===== src/rtl/serv_ram32_resp.sv =====
// rtl/serv_ram32_resp.sv - 32x32 byte-writable RAM with registered response and post-reset clear sweep
module serv_ram32_resp #(
  parameter bit CLEAR_ON_RESET = 1'b1
) (
  input  logic        i_clk,
  input  logic        i_rst,
  input  logic [4:0]  i_ram_addr,
  input  logic [31:0] i_ram_din,
  input  logic [3:0]  i_ram_we,
  input  logic        i_ram_en,
  output logic [31:0] o_ram_dout,
  output logic        o_rvalid,
  output logic        o_ready,
  output logic [4:0]  o_clr_addr
);

  typedef enum logic [1:0] {
    RESET_HOLD = 2'd0,
    CLEAR      = 2'd1,
    READY      = 2'd2
  } state_t;

  state_t      state_q, state_d;
  logic [4:0]  clr_addr_q, clr_addr_d;
  logic [31:0] dout_q, dout_d;
  logic        rvalid_q, rvalid_d;

  // Storage carries no reset; the clear sweep is the only way it gets zeroed.
  logic [31:0] mem [32];

  logic        mem_wr;
  logic [4:0]  mem_waddr;
  logic [31:0] mem_wdata;
  logic [31:0] rd_word;
  logic [31:0] merged_word;

  // Old word at the request address with the enabled byte lanes replaced by new data.
  always_comb begin
    rd_word     = mem[i_ram_addr];
    merged_word = rd_word;
    for (int k = 0; k < 4; k++) begin
      if (i_ram_we[k]) begin
        merged_word[8*k +: 8] = i_ram_din[8*k +: 8];
      end
    end
  end

  // Next-state, sweep counter, response and array write-port selection.
  always_comb begin
    state_d    = state_q;
    clr_addr_d = clr_addr_q;
    dout_d     = dout_q;
    rvalid_d   = 1'b0;
    mem_wr     = 1'b0;
    mem_waddr  = i_ram_addr;
    mem_wdata  = merged_word;
    case (state_q)
      RESET_HOLD: begin
        clr_addr_d = 5'd0;
        state_d    = CLEAR_ON_RESET ? CLEAR : READY;
      end
      CLEAR: begin
        // Requests are ignored here; the write port belongs to the sweep.
        mem_wr    = 1'b1;
        mem_waddr = clr_addr_q;
        mem_wdata = 32'h0;
        if (clr_addr_q == 5'd31) begin
          clr_addr_d = 5'd0;
          state_d    = READY;
        end else begin
          clr_addr_d = clr_addr_q + 5'd1;
        end
      end
      READY: begin
        if (i_ram_en) begin
          // Write-first: a write returns the merged word on the same edge.
          rvalid_d = 1'b1;
          dout_d   = merged_word;
          mem_wr   = (i_ram_we != 4'b0000);
        end
      end
      default: begin
        state_d    = RESET_HOLD;
        clr_addr_d = 5'd0;
      end
    endcase
  end

  // Control and response registers, forced to idle values while reset is high.
  always_ff @(posedge i_clk or posedge i_rst) begin
    if (i_rst) begin
      state_q    <= RESET_HOLD;
      clr_addr_q <= 5'd0;
      dout_q     <= 32'h0;
      rvalid_q   <= 1'b0;
    end else begin
      state_q    <= state_d;
      clr_addr_q <= clr_addr_d;
      dout_q     <= dout_d;
      rvalid_q   <= rvalid_d;
    end
  end

  // Array write port; state is RESET_HOLD during reset so no write can occur.
  always_ff @(posedge i_clk) begin
    if (mem_wr) begin
      mem[mem_waddr] <= mem_wdata;
    end
  end

  assign o_ram_dout = dout_q;
  assign o_rvalid   = rvalid_q;
  assign o_ready    = (state_q == READY);
  assign o_clr_addr = clr_addr_q;

endmodule

===== config.mk =====
export PLATFORM = sky130hd
export DESIGN_NAME = serv_ram32_resp
export DESIGN_NICKNAME = d
export VERILOG_FILES = /design/src/rtl/serv_ram32_resp.sv
export SDC_FILE = /design/constraint.sdc
export NUM_CORES = 1
export LEC_CHECK = 0
export CORE_AREA = 2 2 350 352
export CTS_CLUSTER_DIAMETER = 100
export DETAILED_ROUTE_END_ITERATION = 6
export DIE_AREA = 0 0 352 354
export HOLD_SLACK_MARGIN = 0.05
export MAX_ROUTING_LAYER = met4
export PLACE_DENSITY_LB_ADDON = 0.05
export REMOVE_ABC_BUFFERS = 1
export SETUP_SLACK_MARGIN = 0.4
export SYNTH_ARGS = -nofsm -noshare
export SYNTH_HDL_FRONTEND = slang
export SYNTH_SLANG_ARGS = --single-unit
export TNS_END_PERCENT = 100

===== constraint.sdc =====
create_clock -name i_clk -period 7.95 [get_ports i_clk]
set_input_delay 1.59 -clock i_clk [delete_from_list [all_inputs] [get_ports i_clk]]
set_output_delay 1.59 -clock i_clk [all_outputs]
set_load 0.02 [all_outputs]

==> out/results.ini, run 1 <==
[run_status]
status = completed

[cts]
cts_hold_buf = 0
cts_buffers = 118
clock-root-buffer = clkbuf_16
cts_tree = yes
cts_buffer_depth = 3
cts.sinks = 1064
post_cts_buffers = 0
htree_levels = 3
worstSkewPairLatency_ps = 700
path_clk_slew_ps = 60
ctsResizeCount = 0

[placement]
place_congestion = 0.775
post-place-ws_ps = 2120
portBuffers = 82
hpwl_mm = 73.7

[synth]
yosysUniqueCellTypes = 33
syn_inst = 2368
synth_area_leaders = edfxtp_1, mux2i_1, a22oi_1
yosysWarningCount = 0
ys_ff_latch = 1064
yosysSeqAreaShare_pct = 75.5
synth_area_um2 = 42100
yosys.area.top_type = edfxtp_1
synth_top_area_share_pct = 73.1
avgSynthCellArea_um2 = 17.8

[timing]
setup_violations = 0
rsz0062_at_grt = no
fin_setup_tns_ps = 0
max-slew-margin-rel_pct = 8.88
period_minus_slack_ps = 5050
fin_ws_ps = 2900
tightestPinTransition_ps = 1370
timing.fmax_mhz = 198
drv_slew = 0
finalCritPeriodShare_pct = 63.6
hold_viol_final = 0
finalClockSkew_ps = 20.0

[critical_path]
r2r_cells = 8
r2r_end = mem[16][17]$_DFFE_PP_
crit_arrival_ps = 5460
crit_path_start = i_ram_we[1]
crit_fanout = 28
critPathCaptureType = flop
criticalPathCategory = input pin to flop
r2r_setup_slack_ps = 3450
startpoint_type = input pin
reg2reg_from = state_q[0]$_DFFE_PP0P_
required_ps = 8360
crit_path_end = mem[16][17]$_DFFE_PP_

[routing]
vias = 22200
routed_wl_mm = 124
drc = 0
first_pass_iters = 5
wl_per_cell_um = 29.3
drtAntennaViolNets = 0
via_per_inst = 5.24
drtIter0Drc = 1709

[global_routing]
grt_pass1_wl_mm = 175
grt_max_degree = 81
grt_pass1_vias = 22600
track_usage_pct = 20.3
overflow = 0
antenna_found_initial = 4

[floorplanning]
die_w_um = 352
rows = 128
design.die.area_um2 = 125000
initial_core_util_pct = 34.8
core_um2 = 121000
dieHeight_um = 354
ios = 83

[pwr]
p_leak_nw = 16.7
power.density_nw_per_um2 = 256
ir_drop_mv = 0.178

[layout]
drive_gt1_share_pct = 12.7
nets = 2555
post-route-util_pct = 40.6
diodes = 0
area_growth_pct = 16.6
fillers = 10900

[hold_path]
hold_class = flop to flop

[job]
maxCapViolCount = 0

## layer usage
| metal | vias to the layer above | GRT usage, % | routed length (um) |
|---|---|---|---|
| li1 | 9875 | - | - |
| met1 | 11700 | 26.3 | 55200 |
| met2 | 467 | 34.3 | 62700 |
| met3 | 140 | 2.04 | 3810 |
| met4 | 0 | 4.70 | 2230 |
| met5 | - | - | 0 |
## power breakdown
group | internal, W | switching [W]
combinational | 0.000269 | 0.000625
sequential | 0.00631 | 0.0000247
clock | 0.00314 | 0.00222
total | 0.00972 | 0.00287
## cell type report
cell class,count,area (um2),share of cell area [%]
inverter,5,18.8,0.0382
clock buffer,161,3260,6.64
sequential,1064,31800,64.7
clock inverter,61,523,1.07
timing repair buffer,163,1580,3.23
multi-input combinational,1153,9900,20.2
tap,1625,2030,4.14
## cell families after synthesis
family	Yosys count	share of synthesized area [%]
AOI/OAI and AO/OA	463	7.75
buffers and inverters	151	2.01
adders and majority gates	6	0.178
muxes	515	12.3
and+or+nand+nor	169	2.36
DFF	1064	75.5
## worst max-delay path: stages
cell	delay [ps]
clkdlybuf4s50_1	870
nor4_1	190
nor2_1	340
a21oi_1	140
nand3b_1	740
nor2_4	1250
buf_4	280
## through the flow
step / std cells / total power, W / hold slack (ps) / area (um2)
2_1_floorplan: 2222 / 0.00686 / 566 / 41300
3_3_place_gp: 4007 / 0.00736 / 496 / 45200
3_5_place_dp: 4009 / 0.00737 / 498 / 45300
4_1_cts: 4231 / 0.0127 / 517 / 49100
5_1_grt: 4232 / 0.0130 / 523 / 49100
6_report: 4232 / 0.0126 / 508 / 49100
## how the worst min path moves through the flow
stage / from / endpoint / slack, ps / cells past startpoint
after floorplan: state_q[1]$_DFFE_PP0P_ / state_q[1]$_DFFE_PP0P_ / 570 / 2
after global placement: o_ram_dout[21]$_DFFE_PP0P_ / o_ram_dout[21]$_DFFE_PP0P_ / 500 / 1
after detailed placement: o_ram_dout[10]$_DFFE_PP0P_ / o_ram_dout[10]$_DFFE_PP0P_ / 500 / 1
after CTS: o_ram_dout[21]$_DFFE_PP0P_ / o_ram_dout[21]$_DFFE_PP0P_ / 520 / 1
after global routing: o_ram_dout[28]$_DFFE_PP0P_ / o_ram_dout[28]$_DFFE_PP0P_ / 520 / 1
final: o_ram_dout[17]$_DFFE_PP0P_ / o_ram_dout[17]$_DFFE_PP0P_ / 510 / 1
## cells in the mapped netlist (all sizes together)
| cell type | count |
|---|---|
| o2bb2ai | 24 |
| nand3 | 2 |
| nor2 | 69 |
| nor2b | 8 |
| dfrtp | 40 |
| nor3 | 1 |
| clkbuf | 49 |
| mux2 | 1 |
| o22ai | 4 |
| or2 | 1 |
| a221o | 32 |
| and2 | 1 |
| o41ai | 1 |
| a22o | 11 |
| buf | 97 |
| and3 | 9 |
| nand3b | 2 |
| edfxtp | 1024 |
| inv | 5 |
| a22oi | 256 |
| nor4 | 33 |
| mux2i | 514 |
| or3b | 1 |
| a21o | 1 |
| nand2 | 38 |
| nand2b | 4 |
| o21ai | 5 |
| ha | 6 |
| a21oi | 129 |
## cell usage in the layout, fill, tap and decap left out, drive strengths merged, types with 33 or more instances in the layout
master         count
edfxtp          1024
nand2             38
dfrtp             40
clkdlybuf4s50     81
nor4              33
mux2i            514
clkinv            48
buf               82
clkbuf           161
nor2              69
a22oi            256
a21oi            129
## state kept, by name, summed over array words and instances, names as in the netlist
signal	count
state_q	2
o_rvalid	1
mem	1024
o_ram_dout	32
o_clr_addr	5
Power figures use the tool's default switching activity.
==> run 2, diff against run 1 <==
==> constraint.sdc (replaced) <==
create_clock -name i_clk -period 5.3 [get_ports i_clk]
set_input_delay 1.06 -clock i_clk [delete_from_list [all_inputs] [get_ports i_clk]]
set_output_delay 1.06 -clock i_clk [all_outputs]
set_load 0.02 [all_outputs]
==> run 2 against run 1 <==
  * Hold slack improved by 5.0 ps
  * Wire length rose by 1.7%
  * Cell area rose by 1.9%
  * Clock-buffer cell count rose by 3
  * Worst setup slack got worse by 1400 ps
  * Clock skew rose by 11 ps
  * Clock power rose by 59%
==> out/results.ini, run 2 (same netlist as run 1, synthesis figures left out) <==
[timing]
rsz0062_at_grt = no
timing.fmax_mhz = 263
drv_slew = 0  ; unchanged
finalClockSkew_ps = 30.7  ; +10.6 ps
tightestPinTransition_ps = 1280  ; -83.0 ps
setup_violations = 0  ; unchanged
fin_setup_tns_ps = 0  ; unchanged
period_minus_slack_ps = 3810
max-slew-margin-rel_pct = 13.9  ; +5.0 points
hold_viol_final = 0  ; unchanged
finalCritPeriodShare_pct = 71.8

[cts]
ctsResizeCount = 0  ; unchanged
cts_hold_buf = 0  ; unchanged
path_clk_slew_ps = 60  ; about the same
cts_buffer_depth = 3  ; unchanged
cts_tree = yes
worstSkewPairLatency_ps = 710  ; about the same
clock-root-buffer = clkbuf_16
htree_levels = 3  ; unchanged
cts_buffers = 117  ; -0.85%
cts.sinks = 1064  ; unchanged
post_cts_buffers = 0  ; unchanged

[critical_path]
r2r_end = mem[8][21]$_DFFE_PP_
criticalPathCategory = input pin to flop
required_ps = 5730  ; -2630 ps
crit_arrival_ps = 4240  ; -1220 ps
critPathCaptureType = flop
reg2reg_from = state_q[1]$_DFFE_PP0P_
r2r_setup_slack_ps = 1800  ; -1650 ps
startpoint_type = input pin
crit_fanout = 23  ; -18%
r2r_cells = 7  ; -1

[routing]
wl_met3_mm = 5.05  ; +33%
vias = 22800  ; +2.7%
drtIter0Drc = 1892  ; +11%
wl_per_cell_um = 29.3  ; about the same
top_layer = met4
wl_met1_mm = 57.6  ; +4.3%
routed_wl_mm = 126  ; +1.7%
via_per_inst = 5.29  ; +0.89%
first_pass_iters = 5  ; unchanged
drc = 0  ; unchanged
wl_met2_mm = 60.5  ; -3.4%
drtAntennaViolNets = 0  ; unchanged

[global_routing]
track_usage_pct = 20.6  ; +0.39 points
grt_pass1_vias = 23300  ; +3.5%
grt_pass1_wl_mm = 178  ; +1.8%
grt_max_degree = 66  ; -19%
antenna_found_initial = 2  ; -2
overflow = 0  ; unchanged

[layout]
nets = 2630  ; +2.9%
final_cell_mix = edfxtp_1, mux2i_1, a22oi_1
drive_gt1_share_pct = 16.1  ; +3.3 points
largest_register_ffs = 1024  ; unchanged
fillers = 10800  ; -0.86%
final_common_cell = edfxtp_1
area_growth_pct = 18.9
largest_register = mem

[pwr]
swShare_pct = 22.0  ; -0.81 points
pwr-share-comb_pct = 6.7  ; -0.4 points
p_switching_w = 0.00424  ; +48%
power_w = 0.0193  ; +53%
p_seq_share_pct = 49.2  ; -1.1 points
p_leak_nw = 17.2  ; +3.3%
power.internal_w = 0.0151  ; +55%
power.density_nw_per_um2 = 386  ; +51%
clkPwrFrac_pct = 44.1  ; +1.5 points
ir_drop_mv = 0.255  ; +43%

[floorplanning]
design.die.area_um2 = 125000  ; unchanged
initial_core_util_pct = 34.8  ; unchanged
ios = 83  ; unchanged
rows = 128  ; unchanged
core_um2 = 121000  ; unchanged
die_w_um = 352  ; unchanged
dieHeight_um = 354  ; unchanged

[hold_path]
whs_endpoint = o_ram_dout[13]$_DFFE_PP0P_
worstHoldStart = o_ram_dout[13]$_DFFE_PP0P_
min_path_cells = 1  ; unchanged
hold_class = flop to flop

[placement]
place_congestion = 0.785  ; +1.3%
portBuffers = 82  ; unchanged
hpwl_mm = 71.7  ; -2.7%

[run_status]
status = completed

[job]
maxCapViolCount = 0  ; unchanged

==> run 2: cell type report <==
class | instances | area (um2) | share of cell area, %
multi-input combinational | 1153 | 9810 | 19.6
timing repair buffer | 239 | 2320 | 4.63
sequential | 1064 | 31800 | 63.5
clock inverter | 55 | 728 | 1.46
inverter | 5 | 18.8 | 0.0375
clock buffer | 164 | 3360 | 6.71
tap | 1625 | 2030 | 4.06
antenna | 2 | 5.00 | 0.0100
==> run 2: how the worst max path moves through the flow <==
| stage | startpoint | to | cells after the start |
|---|---|---|---|
| CTS | i_ram_addr[2] | mem[5][12]$_DFFE_PP_ | 7 |
| detailed placement | i_ram_addr[2] | mem[20][12]$_DFFE_PP_ | 7 |
| finish | i_ram_addr[2] | mem[12][17]$_DFFE_PP_ | 9 |
| floorplan | i_ram_addr[1] | mem[0][11]$_DFFE_PP_ | 5 |
| global placement | i_ram_addr[2] | mem[20][12]$_DFFE_PP_ | 7 |
| global route | i_ram_addr[2] | mem[5][12]$_DFFE_PP_ | 7 |
==> run 2: power by group through the flow <==
stage               Combinational (W)  Clock, W  Sequential, W
floorplan                    0.000572         0        0.00972
global placement              0.00129         0        0.00968
detailed placement            0.00131         0        0.00968
CTS                           0.00131   0.00872        0.00951
global route                  0.00139   0.00904        0.00951
finish                        0.00129   0.00852        0.00951
==> run 2: per-stage QoR <==
stage | area [um2] | hold slack [ps] | std cells | util [%] | setup slack [ps]
floorplan | 41300 | 566 | 2222 | - | -1530
global placement | 45900 | 508 | 4086 | 38.0 | 825
detailed placement | 45900 | 504 | 4086 | 38.0 | 809
CTS | 50000 | 517 | 4305 | 41.4 | 1540
global route | 50000 | 533 | 4305 | 41.4 | 1420
finish | 50000 | 513 | 4307 | 41.4 | 1490
==> run 2: layer usage <==
metal | vias up | track usage, %
met5 | - | -
met4 | 0 | 5.61
met3 | 157 | 2.51
met2 | 541 | 33.1
met1 | 12000 | 27.8
li1 | 10000 | -
==> run 2: critical path, cell delays in order <==
cell and delay, ps:
clkdlybuf4s50_1 660, nor2b_4 800, buf_12 250, buf_12 200
a22oi_1 120, a21oi_1 520, nor4_2 90, o2bb2ai_1 240
buf_4 240
